<file path="config.mk">
export PLATFORM = sky130hd
export DESIGN_NAME = iob_nco_clkgen_flat
export DESIGN_NICKNAME = d
export VERILOG_FILES = /design/src/rtl/iob_nco_clkgen_pkg.sv /design/src/rtl/iob_nco_clkgen_if.sv /design/src/rtl/iob_nco_clkgen_csrs.sv /design/src/rtl/iob_nco_clkgen.sv /design/src/flat_wrapper.sv
export SDC_FILE = /design/constraint.sdc
export NUM_CORES = 1
export LEC_CHECK = 0
export BUFFER_PORTS_ARGS = -buffer_cell sky130_fd_sc_hd__buf_4
export CELL_PAD_IN_SITES_DETAIL_PLACEMENT = 0
export CELL_PAD_IN_SITES_GLOBAL_PLACEMENT = 1
export CORE_MARGIN = 1.5
export CORE_UTILIZATION = 52
export DETAILED_ROUTE_END_ITERATION = 8
export PLACE_DENSITY_LB_ADDON = 0.12
export REMOVE_ABC_BUFFERS = 1
export SYNTH_ARGS = -nofsm -noshare
export SYNTH_HDL_FRONTEND = slang
export SYNTH_HIERARCHICAL = 1
export SYNTH_SLANG_ARGS = --single-unit
export TNS_END_PERCENT = 10
</file>
<file path="constraint.sdc">
create_clock -name clk_i -period 16.13 [get_ports clk_i]
set_clock_uncertainty 0.2 [all_clocks]
set_input_delay 2.4195 -clock clk_i [delete_from_list [all_inputs] [get_ports clk_i]]
set_output_delay 2.4195 -clock clk_i [all_outputs]
set_load 0.01 [all_outputs]
</file>
<file path="src/rtl/iob_nco_clkgen_pkg.sv">
// Shared definitions for the NCO clock generator.
//   - CSR word addresses
//   - PERIOD_W: width of the integer and fractional period registers
//   - nco_state_e: datapath sequencing state, exported on the debug port
//   - apply_wstrb: byte-strobe merge used by the register file
package iob_nco_clkgen_pkg;

    localparam int PERIOD_W = 32;

    localparam logic [31:0] SOFT_RESET_ADDR  = 32'd0;
    localparam logic [31:0] ENABLE_ADDR      = 32'd1;
    localparam logic [31:0] PERIOD_INT_ADDR  = 32'd2;
    localparam logic [31:0] PERIOD_FRAC_ADDR = 32'd3;

    // ST_ARMED: halted; the next enabled cycle begins a fresh period.
    // ST_RUN  : counting through a period of length len.
    // ST_HOLD : PERIOD_INT < 2; output parked low, every cycle is a period start.
    typedef enum logic [1:0] {
        ST_ARMED = 2'd0,
        ST_RUN   = 2'd1,
        ST_HOLD  = 2'd2
    } nco_state_e;

    function automatic logic [PERIOD_W-1:0] apply_wstrb(
        input logic [PERIOD_W-1:0]   old_v,
        input logic [PERIOD_W-1:0]   new_v,
        input logic [PERIOD_W/8-1:0] strb
    );
        logic [PERIOD_W-1:0] res;
        res = old_v;
        for (int b = 0; b < PERIOD_W/8; b++) begin
            if (strb[b]) res[8*b +: 8] = new_v[8*b +: 8];
        end
        return res;
    endfunction

endpackage

</file>
<file path="src/rtl/iob_nco_clkgen_if.sv">
// IOb native bus between a master and the NCO CSR slave.
// Handshake: a request is transferred on every clock edge where valid is 1
// (ready is always 1 on this slave); wstrb != 0 marks a write, wstrb == 0 a
// read. Read data comes back one cycle later, qualified by a one-cycle
// rvalid pulse; rdata is 0 whenever rvalid is 0. rready is carried but the
// slave never stalls on it.
interface iob_nco_clkgen_if #(
    parameter int ADDR_W = 4,
    parameter int DATA_W = 32
) ();
    logic                valid;
    logic [ADDR_W-3:0]   addr;
    logic [DATA_W-1:0]   wdata;
    logic [DATA_W/8-1:0] wstrb;
    logic [DATA_W-1:0]   rdata;
    logic                ready;
    logic                rvalid;
    logic                rready;

    modport master (
        output valid, addr, wdata, wstrb, rready,
        input  rdata, ready, rvalid
    );

    modport slave (
        input  valid, addr, wdata, wstrb, rready,
        output rdata, ready, rvalid
    );
endinterface

</file>
<file path="src/rtl/iob_nco_clkgen_csrs.sv">
// CSR register file and IOb handshake for the NCO clock generator.
// Ports:
//   clk_i, arst_n_i  clock, asynchronous active-low reset
//   cke_i            clock enable; when 0 every register holds
//   iob              IOb slave (word addressed)
//   soft_reset_o, enable_o, period_int_o, period_frac_o  register values
module iob_nco_clkgen_csrs
    import iob_nco_clkgen_pkg::*;
#(
    parameter int DATA_W = 32,
    parameter int ADDR_W = 4
) (
    input  logic                clk_i,
    input  logic                arst_n_i,
    input  logic                cke_i,
    iob_nco_clkgen_if.slave     iob,
    output logic                soft_reset_o,
    output logic                enable_o,
    output logic [PERIOD_W-1:0] period_int_o,
    output logic [PERIOD_W-1:0] period_frac_o
);

    localparam int AW = ADDR_W - 2;

    logic                soft_reset_q;
    logic                enable_q;
    logic [PERIOD_W-1:0] period_int_q;
    logic [PERIOD_W-1:0] period_frac_q;
    logic                rvalid_q;
    logic [DATA_W-1:0]   rdata_q;

    logic [31:0]         word_idx;
    logic                wr_en;
    logic                rd_en;
    logic [DATA_W-1:0]   rd_mux;

    always_comb begin
        word_idx = {{(32-AW){1'b0}}, iob.addr};
        wr_en    = iob.valid & (|iob.wstrb);
        rd_en    = iob.valid & ~(|iob.wstrb);
        rd_mux   = '0;
        case (word_idx)
            SOFT_RESET_ADDR:  rd_mux = {{(DATA_W-1){1'b0}}, soft_reset_q};
            ENABLE_ADDR:      rd_mux = {{(DATA_W-1){1'b0}}, enable_q};
            PERIOD_INT_ADDR:  rd_mux = period_int_q;
            PERIOD_FRAC_ADDR: rd_mux = period_frac_q;
            default:          rd_mux = '0;
        endcase
    end

    always_ff @(posedge clk_i or negedge arst_n_i) begin
        if (!arst_n_i) begin
            soft_reset_q  <= 1'b0;
            enable_q      <= 1'b0;
            period_int_q  <= '0;
            period_frac_q <= '0;
            rvalid_q      <= 1'b0;
            rdata_q       <= '0;
        end else if (cke_i) begin
            if (wr_en) begin
                case (word_idx)
                    // Single-bit registers live in byte lane 0.
                    SOFT_RESET_ADDR:  if (iob.wstrb[0]) soft_reset_q <= iob.wdata[0];
                    ENABLE_ADDR:      if (iob.wstrb[0]) enable_q <= iob.wdata[0];
                    PERIOD_INT_ADDR:  period_int_q  <= apply_wstrb(period_int_q, iob.wdata, iob.wstrb);
                    PERIOD_FRAC_ADDR: period_frac_q <= apply_wstrb(period_frac_q, iob.wdata, iob.wstrb);
                    default: ;
                endcase
            end
            rvalid_q <= rd_en;
            rdata_q  <= rd_en ? rd_mux : '0;
        end
    end

    assign iob.ready     = 1'b1;
    assign iob.rvalid    = rvalid_q;
    assign iob.rdata     = rdata_q;
    assign soft_reset_o  = soft_reset_q;
    assign enable_o      = enable_q;
    assign period_int_o  = period_int_q;
    assign period_frac_o = period_frac_q;

endmodule

</file>
<file path="src/rtl/iob_nco_clkgen.sv">
// Numerically controlled oscillator: produces clk_out_o with an average
// period of PERIOD_INT + PERIOD_FRAC/2^32 clk_i cycles.
// Ports:
//   clk_i        system clock
//   arst_n_i     asynchronous active-low reset
//   cke_i        clock enable; 0 freezes all state
//   iob          IOb CSR slave (see iob_nco_clkgen_if)
//   clk_out_o    generated clock (registered)
//   dbg_state_o  datapath sequencing state
module iob_nco_clkgen
    import iob_nco_clkgen_pkg::*;
#(
    parameter int DATA_W = 32,
    parameter int ADDR_W = 4
) (
    input  logic            clk_i,
    input  logic            arst_n_i,
    input  logic            cke_i,
    iob_nco_clkgen_if.slave iob,
    output logic            clk_out_o,
    output nco_state_e      dbg_state_o
);

    logic                soft_reset;
    logic                enable;
    logic [PERIOD_W-1:0] period_int;
    logic [PERIOD_W-1:0] period_frac;

    iob_nco_clkgen_csrs #(
        .DATA_W (DATA_W),
        .ADDR_W (ADDR_W)
    ) u_csrs (
        .clk_i         (clk_i),
        .arst_n_i      (arst_n_i),
        .cke_i         (cke_i),
        .iob           (iob),
        .soft_reset_o  (soft_reset),
        .enable_o      (enable),
        .period_int_o  (period_int),
        .period_frac_o (period_frac)
    );

    nco_state_e          state_q, state_d;
    logic [PERIOD_W-1:0] cnt_q, cnt_d;
    logic [PERIOD_W-1:0] facc_q, facc_d;
    logic [PERIOD_W:0]   len_q, len_d;
    logic                clk_q, clk_d;

    logic                halt;
    logic                short_period;
    logic                at_end;
    logic                start;
    logic [PERIOD_W:0]   facc_sum;

    always_ff @(posedge clk_i or negedge arst_n_i) begin
        if (!arst_n_i) begin
            state_q <= ST_ARMED;
            cnt_q   <= '0;
            facc_q  <= '0;
            len_q   <= '0;
            clk_q   <= 1'b0;
        end else if (cke_i) begin
            state_q <= state_d;
            cnt_q   <= cnt_d;
            facc_q  <= facc_d;
            len_q   <= len_d;
            clk_q   <= clk_d;
        end
    end

    always_comb begin
        state_d = state_q;
        cnt_d   = cnt_q;
        facc_d  = facc_q;
        len_d   = len_q;
        clk_d   = clk_q;

        halt         = soft_reset | ~enable;
        short_period = (period_int < 32'd2);
        at_end       = ({1'b0, cnt_q} == (len_q - 33'd1));
        // Outside ST_RUN every enabled cycle begins a period, so leaving
        // ST_HOLD or ST_ARMED always latches fresh CSR values.
        start        = (state_q != ST_RUN) | at_end | short_period;
        facc_sum     = {1'b0, facc_q} + {1'b0, period_frac};

        if (halt) begin
            state_d = ST_ARMED;
            cnt_d   = '0;
            facc_d  = '0;
            len_d   = '0;
            clk_d   = 1'b0;
        end else begin
            state_d = short_period ? ST_HOLD : ST_RUN;
            if (start) begin
                // CSRs are sampled only here, so a period never changes length mid-flight.
                facc_d = facc_sum[PERIOD_W-1:0];
                len_d  = {1'b0, period_int} + {{PERIOD_W{1'b0}}, facc_sum[PERIOD_W]};
                cnt_d  = '0;
            end else begin
                cnt_d = cnt_q + 32'd1;
            end
            // Computed from the next count so the registered output lines up
            // with cnt: high for floor(len/2) cycles, odd remainder low.
            clk_d = ~short_period & ({1'b0, cnt_d} < (len_d >> 1));
        end
    end

    assign clk_out_o   = clk_q;
    assign dbg_state_o = state_q;

endmodule

</file>
<file path="src/flat_wrapper.sv">
// flat-port wrapper written by rule: the top's interface ports become plain ports
module iob_nco_clkgen_flat import iob_nco_clkgen_pkg::*;
#(
    parameter int DATA_W = 32,
    parameter int ADDR_W = 4
)
  (clk_i, arst_n_i, cke_i, clk_out_o, dbg_state_o, iob_valid, iob_addr, iob_wdata, iob_wstrb, iob_rready, iob_rdata, iob_ready, iob_rvalid);
  iob_nco_clkgen_if #(.ADDR_W(ADDR_W), .DATA_W(DATA_W)) iob_i ();
  input  logic clk_i;
  input  logic arst_n_i;
  input  logic cke_i;
  output logic clk_out_o;
  output nco_state_e dbg_state_o;
  input wire logic [$bits(iob_i.valid)-1:0] iob_valid;
  input wire logic [$bits(iob_i.addr)-1:0] iob_addr;
  input wire logic [$bits(iob_i.wdata)-1:0] iob_wdata;
  input wire logic [$bits(iob_i.wstrb)-1:0] iob_wstrb;
  input wire logic [$bits(iob_i.rready)-1:0] iob_rready;
  output wire logic [$bits(iob_i.rdata)-1:0] iob_rdata;
  output wire logic [$bits(iob_i.ready)-1:0] iob_ready;
  output wire logic [$bits(iob_i.rvalid)-1:0] iob_rvalid;
  assign iob_i.valid = iob_valid;
  assign iob_i.addr = iob_addr;
  assign iob_i.wdata = iob_wdata;
  assign iob_i.wstrb = iob_wstrb;
  assign iob_i.rready = iob_rready;
  assign iob_rdata = iob_i.rdata;
  assign iob_ready = iob_i.ready;
  assign iob_rvalid = iob_i.rvalid;
  iob_nco_clkgen #(.DATA_W(DATA_W), .ADDR_W(ADDR_W)) u_core (.clk_i(clk_i), .arst_n_i(arst_n_i), .cke_i(cke_i), .iob(iob_i), .clk_out_o(clk_out_o), .dbg_state_o(dbg_state_o));
endmodule
</file>
Word level (Yosys, flattened, before mapping):

Cells that the tools add are included.
W data, S select, Z words.

* register bits: 199
* bits of input ports: 43
* output and inout bits: 37
* logic and storage cells: 66

* add/subtract/negate cells: 4
* order comparisons: 2
* equal/unequal tests: 5
* mux-type cells: 13
* bitwise operators: 9
* reductions and logical operators: 15

Operators by type and width (count)
* $mux W32: 6
* $pmux W32 S4: 1
* $mux W33: 3
* $reduce_and A4 Y1: 10
* $add A32 B1 Y33: 1
* $add A32 B32 Y33: 1
* $eq A32 B33 Y1: 1
* $sub A33 B1 Y33 const B: 1
* $add A32 B1 Y32 const B: 1
* $logic_not A32 Y1: 1
* $lt A32 B2 Y1 const B: 1
* $lt A32 B32 Y1: 1
* $eq A2 B2 Y1 const B: 2
* $mux W2: 2
* $reduce_or A4 Y1: 1
* $and A1 B1 Y1: 3
* $not A1 Y1: 3
* $or A1 B1 Y1: 3
* $eq A2 B1 Y1 const B: 1
* $logic_not A2 Y1: 1
* $ne A2 B1 Y1 const B: 1
* $reduce_and A2 Y1: 1
* $reduce_bool A2 Y1: 1
* $mux W1: 1

Longest topological paths before layout:

Gate-level depths: netlist of run 1.

* depth in word-level cells: 9
* mapped depth: 33
* depth with buffers taken out: 33

Hierarchy:

The synthesis of run 1 kept the hierarchy.

By module, submodules not included
* iob_nco_clkgen: instances 1, cells an instance 1058, area each 8833.5 µm²
* iob_nco_clkgen_csrs: instances 1, cells an instance 300, area each 4116.4 µm²

Least setup slack after synthesis of run 1:

No wires, ideal clock.

* path kind: register to register
* from: register u_core.u_csrs.period_frac_q[0] (netlist: u_core/u_csrs/period_frac_o[0])
* to: register u_core.clk_q (netlist: u_core/clk_out_o)
* library setup time: 82 ps
* arrival: 5588 ps
* required time: 15848 ps
* path slack: 10260 ps
* cell stages (with the launch flop): 34
* path buffers: 0
* cell sequence: dfrtp_1 > ha_1 > fa_1 > a211oi_1 > o21ai_0 > a21oi_1 > or3_1 > a31oi_1 > a41o_1 > nor4_1 > nor3b_1 > o21ai_0 > nand2b_1 > ha_1 > ha_1 > nand4_1 > nor2_1 > and4_1 > nand4_1 > nor2_1 > xnor2_1 > nand2_1 > o21ai_1 > ha_1 > a21o_1 > a21o_1 > a21o_1 > a21oi_1 > nor2b_1 > o21ai_0 > nand2b_1 > a2111oi_0 > o21ai_0 > a31oi_1

* longest elaborated chain between the ends: 7

Ends and longest elaborated chain
* start, declared: RTL line iob_nco_clkgen_csrs.sv:28 `logic [PERIOD_W-1:0] period_frac_q;`
* start signal, assigned: RTL line iob_nco_clkgen_csrs.sv:66 `PERIOD_FRAC_ADDR: period_frac_q <= apply_wstrb(period_frac_q, iob.wdata, iob.wstrb);`
* $add A32 B32 Y33: RTL line iob_nco_clkgen.sv:84 `facc_sum = {1'b0, facc_q} + {1'b0, period_frac};`
* $add A32 B1 Y33: RTL line iob_nco_clkgen.sv:97 `len_d = {1'b0, period_int} + {{PERIOD_W{1'b0}}, facc_sum[PERIOD_W]};`
* $mux W33: RTL line iob_nco_clkgen.sv:94 `if (start) begin`
* $mux W33: RTL line iob_nco_clkgen.sv:86 `if (halt) begin`
* $lt A32 B32 Y1: RTL line iob_nco_clkgen.sv:104 `clk_d = ~short_period & ({1'b0, cnt_d} < (len_d >> 1));`
* $and A1 B1 Y1: RTL line iob_nco_clkgen.sv:104
* $mux W1: RTL line iob_nco_clkgen.sv:86
* end signal, assigned: RTL line iob_nco_clkgen.sv:67 `clk_q <= clk_d;`
* end, declared: RTL line iob_nco_clkgen.sv:47 `logic clk_q, clk_d;`

No other way between the ends. The select of a mux whose other input is x is not followed.
A chain may end at the register's enable or synchronous reset.

Worst setup path in the final report of run 1:

Same ends and word-level chain as after synthesis.

==> impl_metrics.ini, run 1 <==
[finish]
fin_nets = 1508
diodes = 0
fin_area_um2 = 14300
drive_above_1_share = 0.150
nFillCells = 2215
area_growth_pct = 10.4

[routing]
viasPerCell = 6.00
drt-total-wl_um = 33200
post-route-drc-count = 0
drtPass1Iterations = 6
drt_iter0_drc = 779
postRouteAntennaNets = 0
wl_per_cell_um = 19.2
num_vias = 10400

[clocking]
h-tree-depth = 4
clkTransAtPathRegs_ns = 0.09
cts_sinks = 199
cts_setup_buffers = 0
cts.hold.buffers_added = 0
clock_latency_ns = 0.45
clk_path_buf_depth = 2
root_buffer = clkbuf_16
cts_made_buffers = 17
cts_resized = 0
tritoncts = done

[pwr]
p_switching_mw = 0.666
cellLeakagePower_nw = 6.45
internal_power_mw = 1.05
p_per_area_nw_per_um2 = 120
ir_drop_mv = 0.0805
power.clock.fraction = 0.257
p_seq_frac = 0.393
comb_power_share = 0.350
swShare = 0.389

[global_routing]
grt_util_all_layers = 0.266
grt_max_degree = 121
antenna_found_initial = 0
grt_pass1_vias = 10100
gr-total-overflow = 0
grt_pass1_wl_um = 54700

[synthesis]
yosys_warnings = 6
syn_inst = 1358
seq_area_frac_synth = 0.385
netlist-cell-type-count = 81
yosysTopAreaCell = dfrtp_1
netlist_top_cells_count = dfrtp_1, inv_1, nor2_1
syn_area_per_cell_um2 = 9.54
async_flop_share = 1.00
synthFlopType = dfrtp_1
ys_seq_elements = 199
synth_top_area_frac = 0.385
synthTopCellsByArea = dfrtp_1, ha_1, mux2_2
syn_area_um2 = 12900
yosysMostFrequentCell = dfrtp_1
synth_edf_count = 0

[setup_path]
reg2regPathDepth = 33
slowest_delay_ns = 0.47
worstPathRequired_ns = 16.29
critPathSlowestCell = a2111oi_0
cp-end-kind = flip-flop
worstPathArrival_ns = 7.48
cp-start-kind = flip-flop
worstPathMaxFanout = 5
worst-setup-path-type = reg -> reg

[hold_path]
hold_class = reg -> reg
whs_path_depth = 1

[timing]
fin_setup_tns_ns = 0
setup_viol = 0
finalCritPeriodShare = 0.454
drv_slew = 0
max_freq_mhz = 137
hold_viol_final = 0
relSlewSlack = 0.221
min_period_ns = 7.32
hold_slack_ns = 0.305
worst_pin_slew_ns = 1.17
rsz0062_at_grt = false

[place]
portBuffers = 77
dpl_cell_area_um2 = 13700
gp_congestion = 0.889
dp_hpwl_um = 23600

[status]
outcome = complete, no violations

[die]
die-height_um = 161
rows = 57
start_util = 0.531
io_pins = 80
die_area_um2 = 25900
die_w_um = 161
core_area_um2 = 24400

[job]
drv_cap = 0
worst max-delay path, delay by kind of cell (launching register included):
kind | cells | cell delay (ns)
and+or+nand+nor | 12 | 1.77
adders and majority gates | 5 | 1.50
xor gates and xnor gates | 1 | 0.14
DFF | 1 | 0.41
AOI/OAI and AO/OA | 15 | 3.19
registers in the layout (all words and copies together) (netlist names):
signal and cells:
u_core/cnt_q 32, u_core/u_csrs/iob.rdata 32, u_core/u_csrs/enable_o 1, u_core/facc_q 32, u_core/u_csrs/period_frac_o 32, u_core/len_q 33, u_core/u_csrs/iob.rvalid 1, u_core/clk_out_o 1
u_core/u_csrs/soft_reset_o 1, u_core/u_csrs/period_int_o 32, u_core/dbg_state_o 2
power groups by stage:
stage                     clock [mW]  sequential [mW]  combinational, mW
after global routing           0.468            0.685              0.671
after global placement             0            0.679              0.586
after detailed placement           0            0.682              0.594
final                          0.441            0.674              0.599
after CTS                      0.449            0.672              0.598
after floorplan                    0            0.643              0.458
final timing paths:
check                                                     from           endpoint  slack (ns)
worst max-delay path            u_core/u_csrs/period_frac_o[0]   u_core/clk_out_o        8.81
worst min-delay path                         u_core/facc_q[23]  u_core/facc_q[23]        0.30
worst max register to register  u_core/u_csrs/period_frac_o[0]   u_core/clk_out_o        8.81
worst min register to register               u_core/facc_q[23]  u_core/facc_q[23]        0.30
max in group asynchronous                             arst_n_i   u_core/facc_q[1]       12.18
min in group asynchronous                             arst_n_i    u_core/cnt_q[2]        1.79
routing by layer:
metal	global-route usage	share of wire
met1	0.378	0.48
met2	0.426	0.46
met3	0.0369	0.032
met4	0.0737	0.023
met5	0	0
through the flow:
| step | worst slack [ns] | utilization | std cells | power (mW) |
|---|---|---|---|---|
| after global routing | 8.26 | 0.586 | 1734 | 1.82 |
| after floorplan | 9.36 | - | 1293 | 1.10 |
| final | 8.81 | 0.586 | 1734 | 1.71 |
| after CTS | 8.83 | 0.586 | 1734 | 1.72 |
| after detailed placement | 8.88 | 0.561 | 1702 | 1.28 |
| after global placement | 8.98 | 0.561 | 1702 | 1.26 |
cell usage in the layout (no fill, tap or decap), types with 25 or more instances in the layout:
cell type | netlist | layout
dfrtp_1 | 199 | 199
inv_1 | 90 | 90
nor2_1 | 90 | 90
buf_4 | 10 | 84
nand2_1 | 84 | 84
xnor2_1 | 79 | 79
o22ai_1 | 67 | 67
ha_1 | 67 | 67
mux2_2 | 66 | 66
a21oi_1 | 48 | 48
xor2_1 | 41 | 41
a22o_1 | 41 | 41
mux2i_1 | 34 | 34
nand4_1 | 32 | 32
o21ai_0 | 31 | 31
nand3_1 | 30 | 30
nor4_1 | 25 | 25
a31oi_1 | 25 | 25
cell families after synthesis:
logic type | Yosys count | share of synthesized area
DFF | 199 | 0.385
AOI/OAI and AO/OA | 330 | 0.173
other | 1 | 0.000290
xor gates and xnor gates | 121 | 0.0830
and+or+nand+nor | 383 | 0.157
muxes | 101 | 0.0854
buffers and inverters | 155 | 0.0506
adders and majority gates | 68 | 0.0663
final cells by class:
cell class                      instances  area [µm²]  share of cell area
Sequential cell                       199        4980               0.348
Multi-Input combinational cell       1004        7320               0.512
Clock inverter                         15         181              0.0127
Timing Repair Buffer                   85         644              0.0451
Inverter                               90         338              0.0236
Tap cell                              324         405              0.0284
Clock buffer                           17         425              0.0298
(Power assumes the default switching activity.)
==> run 2, diff against run 1 <==
--- a/config.mk
+++ b/config.mk
@@ -9,7 +9,7 @@
 export CELL_PAD_IN_SITES_DETAIL_PLACEMENT = 0
 export CELL_PAD_IN_SITES_GLOBAL_PLACEMENT = 1
 export CORE_MARGIN = 1.5
-export CORE_UTILIZATION = 52
+export CORE_UTILIZATION = 44
 export DETAILED_ROUTE_END_ITERATION = 8
 export PLACE_DENSITY_LB_ADDON = 0.12
 export REMOVE_ABC_BUFFERS = 1
==> constraint.sdc (replaced) <==
create_clock -name clk_i -period 5.9 [get_ports clk_i]
set_clock_uncertainty 0.2 [all_clocks]
set_input_delay 0.885 -clock clk_i [delete_from_list [all_inputs] [get_ports clk_i]]
set_output_delay 0.885 -clock clk_i [all_outputs]
set_load 0.01 [all_outputs]
==> impl_metrics.ini, run 2 (synthesis results as in run 1) <==
[clocking]
clock_latency_ns = 0.45
root_buffer = clkbuf_16
cts.hold.buffers_added = 0
tritoncts = done
h-tree-depth = 4
cts_sinks = 199
cts_made_buffers = 17
clk_path_buf_depth = 2
clkTransAtPathRegs_ns = 0.08

[routing]
drt_iter0_drc = 791
drt-total-wl_um = 36500
postRouteAntennaNets = 0
post-route-drc-count = 0
num_vias = 10800
viasPerCell = 5.64
wl_per_cell_um = 19.1
drtPass1Iterations = 5

[finish]
final_core_utilization = 0.536
final_cell_mix = buf_4, dfrtp_1, inv_1
multi_input_area_um2 = 7490
area_growth_pct = 19.5
regMostFlops = u_core/len_q
regArea_um2 = 4980
diodes = 0
fin_area_um2 = 15500
instances_no_fill = 1912
drive_above_1_share = 0.231
largest_reg_flops = 33
fin_nets = 1626
nFillCells = 2726

[place]
place_inst = 1864
gp_congestion = 0.849
portBuffers = 77
dp_slack_ns = -0.602
dp_hpwl_um = 26400
dpl_cell_area_um2 = 14600

[setup_path]
r2r_start = u_core/u_csrs/period_frac_o[0]
reg2regPathDepth = 34
worstPathMaxFanout = 2
cp-end-kind = flip-flop
worstPathRequired_ns = 6.07
worst-setup-path-type = reg -> reg
critPathSlowestCell = dfrtp_1
reg2reg_to = u_core/clk_out_o
r2r_slack_ns = -0.06
cp-start-kind = flip-flop
slowest_delay_ns = 0.41
worstPathArrival_ns = 6.12

[die]
io_pins = 80
die_area_um2 = 30500
die_w_um = 175
start_util = 0.449
die-height_um = 175
rows = 62
core_area_um2 = 28900

[timing]
finalCritPeriodShare = 1.01
max_freq_mhz = 168
hold_slack_ns = 0.249
worst_pin_slew_ns = 1.13
setup_viol = 2
hold_viol_final = 0
setup_slack_ns = -0.0570
relSlewSlack = 0.244
min_period_ns = 5.96
rsz0062_at_grt = true
drv_slew = 0

[pwr]
ir_drop_mv = 0.213
cellLeakagePower_nw = 7.05
p_per_area_nw_per_um2 = 329

[global_routing]
grt_pass1_wl_um = 58700
antenna_found_initial = 0
gr-total-overflow = 0
grt_max_degree = 105
grt_util_all_layers = 0.246
grt_pass1_vias = 10800

[job]
drv_cap = 0

[status]
outcome = finished, violations left
violations = negative setup slack

[hold_path]
hold_class = in -> async
run 2: cell count changes in the layout (fill, tap and decap cells not counted), moves of 3 or more:
cell / before / now
a21oi_2: 0 / 4
buf_4: 84 / 199
ha_1: 67 / 59
ha_4: 0 / 6
a21oi_1: 48 / 44
o21ai_0: 31 / 27
clkinv_8: 6 / 3
o21ai_2: 1 / 4
buf_12: 0 / 3
run 2: area by class of cell:
cell class / count / share of cell area
tap: 384 / 0.0310
timing repair buffer: 203 / 0.101
sequential: 199 / 0.322
multi-input combinational: 1004 / 0.484
clock inverter: 14 / 0.0116
inverter: 90 / 0.0218
clock buffer: 18 / 0.0284
run 2: timing repair:
action	in CTS	in global routing
buffers inserted	13	3
cloned	0	0
setup endpoints to repair	1	2
pin swaps	23	6
gates resized for setup	31	2
run 2: worst max-delay path by stage:
stage | from | to | cells past startpoint
2_1_floorplan | u_core/len_q[0] | u_core/clk_out_o | 21
3_3_place_gp | u_core/u_csrs/period_frac_o[0] | u_core/clk_out_o | 34
3_5_place_dp | u_core/u_csrs/period_frac_o[0] | u_core/clk_out_o | 34
4_1_cts | u_core/u_csrs/period_frac_o[0] | u_core/clk_out_o | 34
5_1_grt | u_core/u_csrs/period_frac_o[0] | u_core/clk_out_o | 34
6_report | u_core/u_csrs/period_frac_o[0] | u_core/clk_out_o | 34
run 2: metrics by stage:
step	setup TNS (ns)	power, mW
after floorplan	-12.66	3.01
after global placement	-0.589	3.75
after detailed placement	-0.602	3.78
after CTS	-0.0396	5.10
after global routing	-0.797	5.41
final	-0.0751	5.09
run 2: metal layers:
layer	vias to the layer above	GRT usage	share of wire
li1	5292	-	-
met1	5298	0.334	0.47
met2	162	0.413	0.49
met3	39	0.0343	0.028
met4	0	0.0655	0.020
met5	-	0	0
run 2: worst max-delay path: cells and delay by family, from the launching register on:
family | cells | cell delay (ns)
xor+xnor | 1 | 0.12
fa+ha+maj | 5 | 1.26
compound gates | 15 | 2.36
buf+inv | 1 | 0.14
flops | 1 | 0.41
simple gates | 12 | 1.40
run 2: report_power, final:
part | internal (mW) | switching, mW
logic | 0.995 | 1.01
registers | 1.55 | 0.289
clock network | 0.624 | 0.613
total | 3.17 | 1.91
